$ cat src/rtl/display_scan_ctrl_if.sv
// Host-side bus of the 8-digit scan controller: shadow writes, commit request,
// scan enable, and the digit index / segment pattern sent to the line decoder.
interface display_scan_ctrl_if;
    logic       scan_en;
    logic       wr_en;
    logic [2:0] wr_addr;
    logic [7:0] wr_data;
    logic       commit;
    logic [2:0] counter;
    logic [7:0] seg;
    logic       frame_tick;
    logic       commit_pending;

    modport master (
        output scan_en, wr_en, wr_addr, wr_data, commit,
        input  counter, seg, frame_tick, commit_pending
    );

    modport slave (
        input  scan_en, wr_en, wr_addr, wr_data, commit,
        output counter, seg, frame_tick, commit_pending
    );
endinterface

$ cat src/rtl/display_scan_ctrl.sv
// Multiplexed 8-digit display scanner with a double-buffered segment store.
// Shadow writes reach the displayed bank only at a frame boundary (or while paused).
module display_scan_ctrl #(
    parameter int CLK_DIV   = 50000,
    parameter int BLANK_CYC = 16
) (
    input  logic               clk,
    input  logic               rst_n,
    display_scan_ctrl_if.slave bus
);
    localparam int PW = $clog2(CLK_DIV);
    localparam logic [PW-1:0] LAST  = PW'(CLK_DIV - 1);
    localparam logic [PW-1:0] BLANK = PW'(BLANK_CYC);

    typedef enum logic {IDLE = 1'b0, PENDING = 1'b1} commit_state_t;

    commit_state_t state;
    logic [PW-1:0] presc, presc_n;
    logic [2:0]    cnt, cnt_n;
    logic [7:0]    seg_q, seg_n;
    logic          tick_q;
    logic          boundary;
    logic          copy;
    logic [7:0]    shadow [8];
    logic [7:0]    active [8];

    // Next scan position, frame boundary and bank copy decision.
    // seg is looked up from the post-edge position and post-edge active bank
    // so a new digit never appears with a stale pattern.
    always_comb begin
        presc_n  = '0;
        cnt_n    = cnt;
        boundary = 1'b0;
        if (bus.scan_en) begin
            if (presc == LAST) begin
                cnt_n    = cnt + 3'd1;
                boundary = (cnt == 3'd7);
            end else begin
                presc_n = presc + 1'b1;
            end
        end

        copy = 1'b0;
        if (state == PENDING) begin
            copy = boundary || !bus.scan_en;
        end else begin
            copy = bus.commit && !bus.scan_en;
        end

        seg_n = '0;
        if (bus.scan_en && (presc_n >= BLANK)) begin
            seg_n = copy ? shadow[cnt_n] : active[cnt_n];
        end
    end

    // Scan position, registered outputs, both banks and the commit FSM.
    // The copy reads shadow before this edge's write lands.
    always_ff @(posedge clk or negedge rst_n) begin
        if (!rst_n) begin
            state  <= IDLE;
            presc  <= '0;
            cnt    <= '0;
            seg_q  <= '0;
            tick_q <= 1'b0;
            for (int i = 0; i < 8; i++) begin
                shadow[i] <= '0;
                active[i] <= '0;
            end
        end else begin
            presc  <= presc_n;
            cnt    <= cnt_n;
            seg_q  <= seg_n;
            tick_q <= boundary;

            if (copy) begin
                for (int i = 0; i < 8; i++) begin
                    active[i] <= shadow[i];
                end
            end
            if (bus.wr_en) begin
                shadow[bus.wr_addr] <= bus.wr_data;
            end

            case (state)
                IDLE:    if (bus.commit && bus.scan_en) state <= PENDING;
                PENDING: if (copy) state <= IDLE;
                default: state <= IDLE;
            endcase
        end
    end

    assign bus.counter        = cnt;
    assign bus.seg            = seg_q;
    assign bus.frame_tick     = tick_q;
    assign bus.commit_pending = (state == PENDING);
endmodule

$ cat src/flat_wrapper.sv
// flat-port wrapper written by rule: the top's interface ports become plain ports
module display_scan_ctrl_flat 
#(
    parameter int CLK_DIV   = 50000,
    parameter int BLANK_CYC = 16
)
  (clk, rst_n, bus_scan_en, bus_wr_en, bus_wr_addr, bus_wr_data, bus_commit, bus_counter, bus_seg, bus_frame_tick, bus_commit_pending);
  display_scan_ctrl_if bus_i ();
  input  logic clk;
  input  logic rst_n;
  input wire logic [$bits(bus_i.scan_en)-1:0] bus_scan_en;
  input wire logic [$bits(bus_i.wr_en)-1:0] bus_wr_en;
  input wire logic [$bits(bus_i.wr_addr)-1:0] bus_wr_addr;
  input wire logic [$bits(bus_i.wr_data)-1:0] bus_wr_data;
  input wire logic [$bits(bus_i.commit)-1:0] bus_commit;
  output wire logic [$bits(bus_i.counter)-1:0] bus_counter;
  output wire logic [$bits(bus_i.seg)-1:0] bus_seg;
  output wire logic [$bits(bus_i.frame_tick)-1:0] bus_frame_tick;
  output wire logic [$bits(bus_i.commit_pending)-1:0] bus_commit_pending;
  assign bus_i.scan_en = bus_scan_en;
  assign bus_i.wr_en = bus_wr_en;
  assign bus_i.wr_addr = bus_wr_addr;
  assign bus_i.wr_data = bus_wr_data;
  assign bus_i.commit = bus_commit;
  assign bus_counter = bus_i.counter;
  assign bus_seg = bus_i.seg;
  assign bus_frame_tick = bus_i.frame_tick;
  assign bus_commit_pending = bus_i.commit_pending;
  display_scan_ctrl #(.CLK_DIV(CLK_DIV), .BLANK_CYC(BLANK_CYC)) u_core (.clk(clk), .rst_n(rst_n), .bus(bus_i));
endmodule
$ cat config.mk
export PLATFORM = sky130hd
export DESIGN_NAME = display_scan_ctrl_flat
export DESIGN_NICKNAME = d
export VERILOG_FILES = /design/src/rtl/display_scan_ctrl_if.sv /design/src/rtl/display_scan_ctrl.sv /design/src/flat_wrapper.sv
export SDC_FILE = /design/constraint.sdc
export NUM_CORES = 1
export LEC_CHECK = 0
export ABC_AREA = 1
export CAP_MARGIN = 20
export CORE_AREA = 5 5 130 132
export CTS_CLUSTER_SIZE = 25
export DETAILED_ROUTE_END_ITERATION = 10
export DIE_AREA = 0 0 135 137
export PLACE_DENSITY = 0.67
export SYNTH_ARGS = -nofsm -noshare
export SYNTH_HDL_FRONTEND = slang
export SYNTH_SLANG_ARGS = --single-unit
$ cat constraint.sdc
create_clock -name clk -period 2.5 [get_ports clk]
set_clock_uncertainty 0.15 [all_clocks]
set_input_delay 0.375 -clock clk [delete_from_list [all_inputs] [get_ports clk]]
set_output_delay 0.375 -clock clk [all_outputs]
set_load 0.02 [all_outputs]
---- After elaboration in Yosys (flattened, before gate mapping) ----
Cells that the tools add are included.
operators by class
  $add $sub $neg .......................... 2
  order comparisons ....................... 4
  eq/ne operators ......................... 2
  muxes and demuxes ....................... 21
  bitwise gates (word level) .............. 3
  reductions and logical operators ........ 6
operators with widths
  kind                   count
  $bwmux 64              1
  $mux 8                 7
  $bmux 8 s3             2
  $mux 16                2
  $demux 8 s3            1
  $add 16x1->16 const B  1
  $eq 16x16->1 const B   1
  $ge 16x5->1 const B    1
  $ge 4x4->1 const B     2
  $not 3->4              2
  $mux 3                 2
  $mux 1                 5
  $logic_and 1x1->1      4
  $lt 4x1->1 const B     1
  $add 3x1->3 const B    1
  $eq 3x3->1 const B     1
  $pmux 1 s2             1
  $logic_not 1->1        1
  $logic_or 1x1->1       1
  $not 1->1              1
word-level totals
  register bits after elaboration ......... 157
  output and inout bits ................... 13
  word-level logic and storage cells ...... 59

---- Longest topological paths before layout ----
Gate-level depths: netlist of run 1.
  depth in word-level cells ............... 9
  depth in mapped cells ................... 14
  gate-level depth less buffers ........... 13

---- Worst setup path after synthesis of run 1 ----
OpenSTA, ideal clock, no wires.
  kind .................................... reg-to-reg
  start point ............................. register u_core.presc[0]
  end point ............................... register u_core.seg_q[6], in the netlist u_core.bus.seg[6]
  library setup time ...................... 0.130 ns
  arrival time ............................ 1.686 ns
  data required time ...................... 2.220 ns
  slack ................................... 0.534 ns
  stages on the path, launching flop included .. 13
  buffers on the path ..................... 0
  cells stage by stage .................... dfrtp_1 > ha_1 > nand2_1 > nor2_1 > nand2_1 > nor2_2 > nand2_1 > xor2_1 > nor2_2 > nor2_2 > nand2_1 > nor2_1 > a21oi_2
RTL lines
  element                                               line                                              text
  from (decl)                                           display_scan_ctrl.sv:18                           logic [PW-1:0] presc, presc_n;
  from (signal assigned)                                display_scan_ctrl.sv:70                           presc <= presc_n;
  $add 16x1->16 / $eq 16x16->1 (equally long branches)  display_scan_ctrl.sv:39, display_scan_ctrl.sv:35
  $mux 16 *                                             display_scan_ctrl.sv:35                           if (presc == LAST) begin
  $mux 16 *                                             display_scan_ctrl.sv:34                           if (bus.scan_en) begin
  named net u_core.presc_n[12]                          display_scan_ctrl.sv:18
  $ge 16x5->1 *                                         display_scan_ctrl.sv:51                           if (bus.scan_en && (presc_n >= BLANK)) begin
  $logic_and 1x1->1 *                                   display_scan_ctrl.sv:51
  $mux 8 *                                              display_scan_ctrl.sv:51
  named net u_core.seg_n[6]                             display_scan_ctrl.sv:20                           logic [7:0] seg_q, seg_n;
  to (signal assigned)                                  display_scan_ctrl.sv:72                           seg_q <= seg_n;
  to (decl)                                             display_scan_ctrl.sv:20
Mark *: on every way through the listed nets, which the timed path passes. The rest lies on a longest branch. The select of a mux whose other input is x is not followed.
A chain may end at the register's enable or synchronous reset.

---- Worst setup path after layout of run 1 ----
  start point ............................. register u_core.presc[0]
  end point ............................... register u_core.seg_q[4], in the netlist u_core.bus.seg[4]
The elaborated chain is that of the path after synthesis.

==> metrics.txt, run 1 <==
status completed; Clock transition at path regs roughly 0.060 ns; Leak roughly 4.2 nW; Seq/Total Area, Yosys 0.572; Tot GR Track Use 0.188; post-synthesis cell type count 35; htree depth 4; Starting Density 0.440; antenna violations before repair 0; global-route met2 utilization 0.278; RePlAce Congestion a little over 0.9; root buffer cell clkbuf_16; grt met3 use 0.0360; CTS tree built; met1 Use GR 0.275; synthesized cell area approximately 0.0069 sq mm; die height ~140 um; die outline width 135 um; hold slack final about 0.27 ns; post-detail-place hpwl between 10,000 and 15,000 um; Setup Crit Path Kind flop to flop; slowest CP cell dfrtp_1; area grow syn2layout 17.8%; ANT cells 0; leading area contributor after synthesis dfrtp_1; Fin Setup TNS 0 ns; antenna viol nets, final 0; first-pass GRT wire length between 20,000 and 30,000 um; Power Dens Cells just over 800 mW/mm^2; CTS Hold Buffers Added 1; crit end category flop; largest net degree at the start of global routing 54; Worst path max stage delay ~0.37 ns; DR DRC count 0; first-pass iteration count of the detailed router 5; Syn Area/Cell ~8.4 sq um; total grt overflow 0; number of global-route vias before repair between 5k and 6k; maxcap violations 0; GRT Max-Usage Layer met2; Critical Path Fanout Max 7; die area 0.0185 sq mm; area share of the largest cell type after synthesis 0.572; final critical-path share of the clock period 0.901; Final Util 0.518; Worst-Skew Late Latency about 0.42 ns; Reg2Reg Setup Slack about 0.25 ns; share of post-route cells with drive strength above 1 0.0880; Max Fclk roughly 0.44 GHz; WL final ~16,000 um; fin crit period 2.25 ns; Synth Flop Type dfrtp_1; Tot Pwr roughly 6.5 mW; r2r startpoint u_core.presc[0]; # nets final 870; worst min path class primary input to async pin; Post-synth EDFFs 0; I/O Buffers 28; worst path cell trace ha_1 -> nand2_1 -> nor2_1 -> nand2_1 -> nor2_2 -> nand2_1 -> xor2_1 -> nor2_2 -> nor2_2 -> nand3b_4 -> nand2_1 -> inv_1; Post-synth top cells nand2_1, dfrtp_1, nand3_1; postcts setup bufs 0; post-cts resize count 0; Final setup viols 0; CORE AREA 0.0156 sq mm; DRT iter0 DRCs between 300 and 400; # fillers ~1.5k; post-synth net total between 800 and 900; most used cell, CP nand2_1; clk buf depth 2; R2R Path End u_core.bus.seg[4]; I/O Pins 29; most frequent cell after synthesis nand2_1; cts bufs inserted 17; Synth Warn # 0; Via density 4.98; post-synthesis cell count slightly above 800; top area cells in the synthesized netlist dfrtp_1, nand2_1, nand3_1, o21ai_0, inv_1; Max Slew Vio Count 0; worst path arrival time between 2 and 2.5 ns; RSZ-0062 raised after global routing false; Final Hold Fails 0; WP data required roughly 2.7 ns; # rows 46; ys async rst share 1.00; Worst Reg-to-Reg Cells 12; relative slew slack 0.548; Worst setup SP type flop; Seq cells post-synth 157; Slew @ Worst Pin about 0.68 ns; via count 5,377; drt wl/cell between 10 and 15 um; peak supply drop approximately 0.50 mV; Clock Sinks about 160
sequential cells by signal, summed over array words and instances (netlist names):
register / flops
u_core.active: 64
u_core.shadow: 64
u_core.presc: 16
u_core.bus.seg: 8
u_core.bus.counter: 3
u_core.bus.commit_pending: 1
u_core.bus.frame_tick: 1
critical path, delay by kind of cell, from the launching register on:
kind / cells / cell delay (ns)
xor gates and xnor gates: 1 / 0.17
and+or+nand+nor: 9 / 1.19
adders and majority gates: 1 / 0.21
buffers and inverters: 1 / 0.04
DFF: 1 / 0.37
cells in the final DEF (no fill, tap or decap), types with 2 or more instances in the layout:
master           instances
nand2_1                338
dfrtp_1                157
nand3_1                 79
o21ai_0                 68
inv_1                   63
nor2_1                  28
clkdlybuf4s50_1         27
clkbuf_16               17
buf_4                   14
a21oi_1                  7
nor2_2                   5
buf_12                   5
nor3_1                   4
nand4_1                  4
clkinv_2                 4
nand2_2                  3
nand2_4                  3
ha_1                     3
bufinv_16                3
clkbuf_1                 3
nand3_2                  2
a21oi_2                  2
xor2_1                   2
nand3b_1                 2
o21ai_4                  2
clkbuf_8                 2
clkinvlp_4               2
per-layer routing:
layer	share of wire	up-vias
met2	0.45	142
met4	0.018	0
met3	0.045	28
met1	0.49	2580
met5	0	-
li1	-	2627
per-stage QoR:
stage | worst slack (ns) | area, sq um | cells
floorplan | 0.534 | 6860 | 814
global placement | 0.208 | 7470 | 1047
detailed placement | 0.171 | 7470 | 1047
CTS | 0.252 | 8080 | 1080
global route | 0.0501 | 8080 | 1080
finish | 0.248 | 8080 | 1080
logic make-up after synthesis:
group | count (synthesis) | synth area share
buf+inv | 96 | 0.0589
compound gates | 80 | 0.0631
fa+ha+maj | 3 | 0.00547
simple gates | 476 | 0.298
xor+xnor | 2 | 0.00255
flops | 157 | 0.572
worst max path at each step:
stage                    startpoint  slack [ns]  cells past startpoint                end
detailed placement      bus_scan_en        0.17                     10  u_core.bus.seg[4]
floorplan           u_core.presc[0]        0.53                     12  u_core.bus.seg[6]
global placement        bus_scan_en        0.21                     10  u_core.bus.seg[4]
CTS                 u_core.presc[0]        0.25                     12  u_core.bus.seg[6]
finish              u_core.presc[0]        0.25                     12  u_core.bus.seg[4]
global route        u_core.presc[0]        0.05                     12  u_core.bus.seg[6]
power breakdown:
part | switching [mW] | total [mW] | leakage [nW] | internal (mW)
combinational | 0.416 | 0.698 | 1.85 | 0.282
clock | 0.998 | 2.62 | 0.290 | 1.62
sequential | 0.243 | 3.20 | 2.01 | 2.96
area by class of cell:
cell class	count	area (sq um)	share of cell area
clock buffers	22	464	0.0574
clock inverters	10	138	0.0170
inverters	66	251	0.0311
multi-input cells	561	2530	0.313
flip-flops and latches	157	3930	0.486
well taps	216	270	0.0334
repair buffers	48	497	0.0615
Power figures use the tool's default switching activity.
==> run 2: changes to the inputs <==
--- a/config.mk
+++ b/config.mk
@@ -7,11 +7,11 @@
 export LEC_CHECK = 0
 export ABC_AREA = 1
 export CAP_MARGIN = 20
-export CORE_AREA = 5 5 130 132
+export CORE_AREA = 5 5 113 115
 export CTS_CLUSTER_SIZE = 25
 export DETAILED_ROUTE_END_ITERATION = 10
-export DIE_AREA = 0 0 135 137
-export PLACE_DENSITY = 0.67
+export DIE_AREA = 0 0 118 120
+export PLACE_DENSITY = 0.84
 export SYNTH_ARGS = -nofsm -noshare
 export SYNTH_HDL_FRONTEND = slang
 export SYNTH_SLANG_ARGS = --single-unit
==> run 2 against run 1 <==
Sequential cell count stayed put. Largest cell class unchanged. Core utilization is 16 points higher. Count of clock-buffer cells in the layout fell by 2. Worst setup slack lost 0.028 ns. Wire length up 3.4%. Clock power is 5% lower. Hold slack improved by 0.0096 ns.
==> metrics.txt, run 2 (same netlist as run 1, synthesis figures left out) <==
status completed (unchanged); worst min path class primary input to async pin (unchanged); Slew @ Worst Pin 0.676 ns (about the same); final critical-path share of the clock period 0.912 (was 0.901); number of global-route vias before repair 5,383 (was 5,228); ANT cells 0 (unchanged); CORE AREA 0.0117 sq mm (was 0.0156 sq mm); switch share 0.272 (was 0.254); RSZ-0062 raised after global routing false (unchanged); hold slack final 0.281 ns (was 0.272 ns); drt wl/cell 16.5 um (was 14.9 um); Tot Pwr 6.41 mW (was 6.52 mW); via count 5,693 (was 5,377); Clock power frac 0.388 (was 0.402); die area 0.0142 sq mm (was 0.0185 sq mm); Critical Path Fanout Max 9 (was 7); first-pass iteration count of the detailed router 8 (was 5); Final setup viols 0 (unchanged); Worst setup SP type flop (unchanged); Fin Setup TNS 0 ns (unchanged); Tot GR Track Use 0.239 (was 0.188); # nets final 868 (was 870); fin crit period 2.28 ns (was 2.25 ns); first-pass GRT wire length 27,000 um (was 27,100 um); htree depth 4 (unchanged); DR DRC count 0 (unchanged); Final Hold Fails 0 (unchanged); maxcap violations 0 (unchanged); antenna violations before repair 0 (unchanged); final instance area 0.00796 sq mm (was 0.00808 sq mm); NetSw 1.75 mW (was 1.66 mW); die outline width 118 um (was 135 um); root buffer cell clkbuf_16 (unchanged); WP data required 2.67 ns (about the same); Starting Density 0.586 (was 0.440); area taken by multi-input logic gates 0.00255 sq mm (was 0.00253 sq mm); clk buf depth 2 (unchanged); cts bufs inserted 17 (unchanged); Top Registers u_core.active (64), u_core.shadow (64), u_core.presc (16) (unchanged); Placed Area 0.00731 sq mm (was 0.00747 sq mm); sequential cell fraction of total power 0.500 (was 0.491); commonest cells after routing, fill and taps aside nand2_1, dfrtp_1, nand3_1, o21ai_0, inv_1 (unchanged); Max Slew Vio Count 0 (unchanged); total grt overflow 0 (unchanged); worst path arrival time 2.45 ns (was 2.42 ns); # rows 40 (was 46); Clock Sinks 157 (unchanged); I/O Pins 29 (unchanged); post-detail-place hpwl 10,000 um (was 10,500 um); peak supply drop 0.578 mV (was 0.496 mV); Setup Crit Path Kind flop to flop (unchanged); storage element area 0.00393 sq mm (unchanged); share of post-route cells with drive strength above 1 0.0893 (was 0.0880); Clock transition at path regs 0.06 ns (about the same); area grow syn2layout 15.9% (was 17.8%); CTS tree built (unchanged); logic gate share of total power 0.112 (was 0.107); # fillers 877 (was 1,470); Worst-Skew Late Latency 0.42 ns (about the same); most common cell after layout, fill and taps aside nand2_1 (unchanged); Via density 5.64 (was 4.98); placed cells 972 (was 1,047); Power Dens Cells 806 mW/mm^2 (was 807 mW/mm^2); Max Fclk 0.439 GHz (was 0.444 GHz); antenna viol nets, final 0 (unchanged); I/O Buffers 28 (unchanged); DRT iter0 DRCs 787 (was 392); die height 120 um (was 137 um); Int Power 4.66 mW (was 4.86 mW); RePlAce Congestion 0.871 (was 0.930); WL final 16,600 um (was 16,100 um); Layout Cells excl Fill 1,009 (was 1,080); relative slew slack 0.548 (about the same); Leak 4.13 nW (was 4.16 nW); largest net degree at the start of global routing 60 (was 54); crit end category flop (unchanged)
[run 2: cell types whose count changed in the layout (fill, tap and decap cells not counted), sizes merged]
cell	change
bufinv	-2
inv	+1
buf	-2
clkinvlp	+3
clkbuf	-2
[run 2: through the flow]
step	setup slack, ns	util
floorplan	0.534	-
global placement	0.181	0.625
detailed placement	0.160	0.625
CTS	0.0523	0.674
global route	0.0451	0.679
finish	0.220	0.679
[run 2: worst paths after layout]
| path | slack, ns | from | to | cells after the start |
|---|---|---|---|---|
| max | 0.22 | u_core.presc[0] | u_core.bus.seg[4] | 11 |
| min | 0.28 | rst_n | u_core.presc[8] | 2 |
| max reg2reg | 0.22 | u_core.presc[0] | u_core.bus.seg[4] | 11 |
| min reg2reg | 0.32 | u_core.shadow[60] | u_core.active[60] | 2 |
| max in group asynchronous | 1.21 | rst_n | u_core.active[22] | 3 |
| min in group clk | 0.32 | u_core.shadow[60] | u_core.active[60] | 2 |
[run 2: layer usage]
metal,routed length [um],GRT usage
met5,0,0
met4,338,0.0796
met3,1360,0.0575
met2,8060,0.390
met1,6840,0.316
[run 2: layout make-up]
type	count	area share
inverters	66	0.0316
flip-flops and latches	157	0.494
multi-input cells	561	0.321
clock buffers	20	0.0574
clock inverters	12	0.0142
well taps	147	0.0231
repair buffers	46	0.0590
[run 2: power by group through the flow]
stage                     Sequential [mW]  Clock, mW  Combinational [mW]
final                                3.20       2.49               0.720
after global routing                 3.24       2.62               0.835
after CTS                            3.19       2.49               0.722
after detailed placement             3.22          0               0.702
after global placement               3.22          0               0.662
after floorplan                      3.16          0               0.489
[run 2: worst max-delay path: stages, from the launching register on]
cell and delay (ns):
dfrtp_1 0.37, ha_1 0.22, nand3_2 0.14, nor2_4 0.19, nand3_4 0.18, or2_4 0.29, o21ai_4 0.16, inv_4 0.15
nand3_1 0.14, nand3_1 0.08, nand2_1 0.06, inv_1 0.04
[run 2: what timing repair did]
item,4_1_cts,5_1_grt
setup buffers,0,4
hold endpoints to repair,42,0
hold buffers,1,0
setup endpoints to repair,0,8
gates resized for setup,0,4
==> run 3: changes to the inputs <==
--- a/config.mk
+++ b/config.mk
@@ -12,6 +12,7 @@
 export DETAILED_ROUTE_END_ITERATION = 10
 export DIE_AREA = 0 0 118 120
 export PLACE_DENSITY = 0.84
+export SLEW_MARGIN = 10
 export SYNTH_ARGS = -nofsm -noshare
 export SYNTH_HDL_FRONTEND = slang
 export SYNTH_SLANG_ARGS = --single-unit
==> results of run 3 <==
No change in the layout: final DEF, timing and power equal those of run 2.
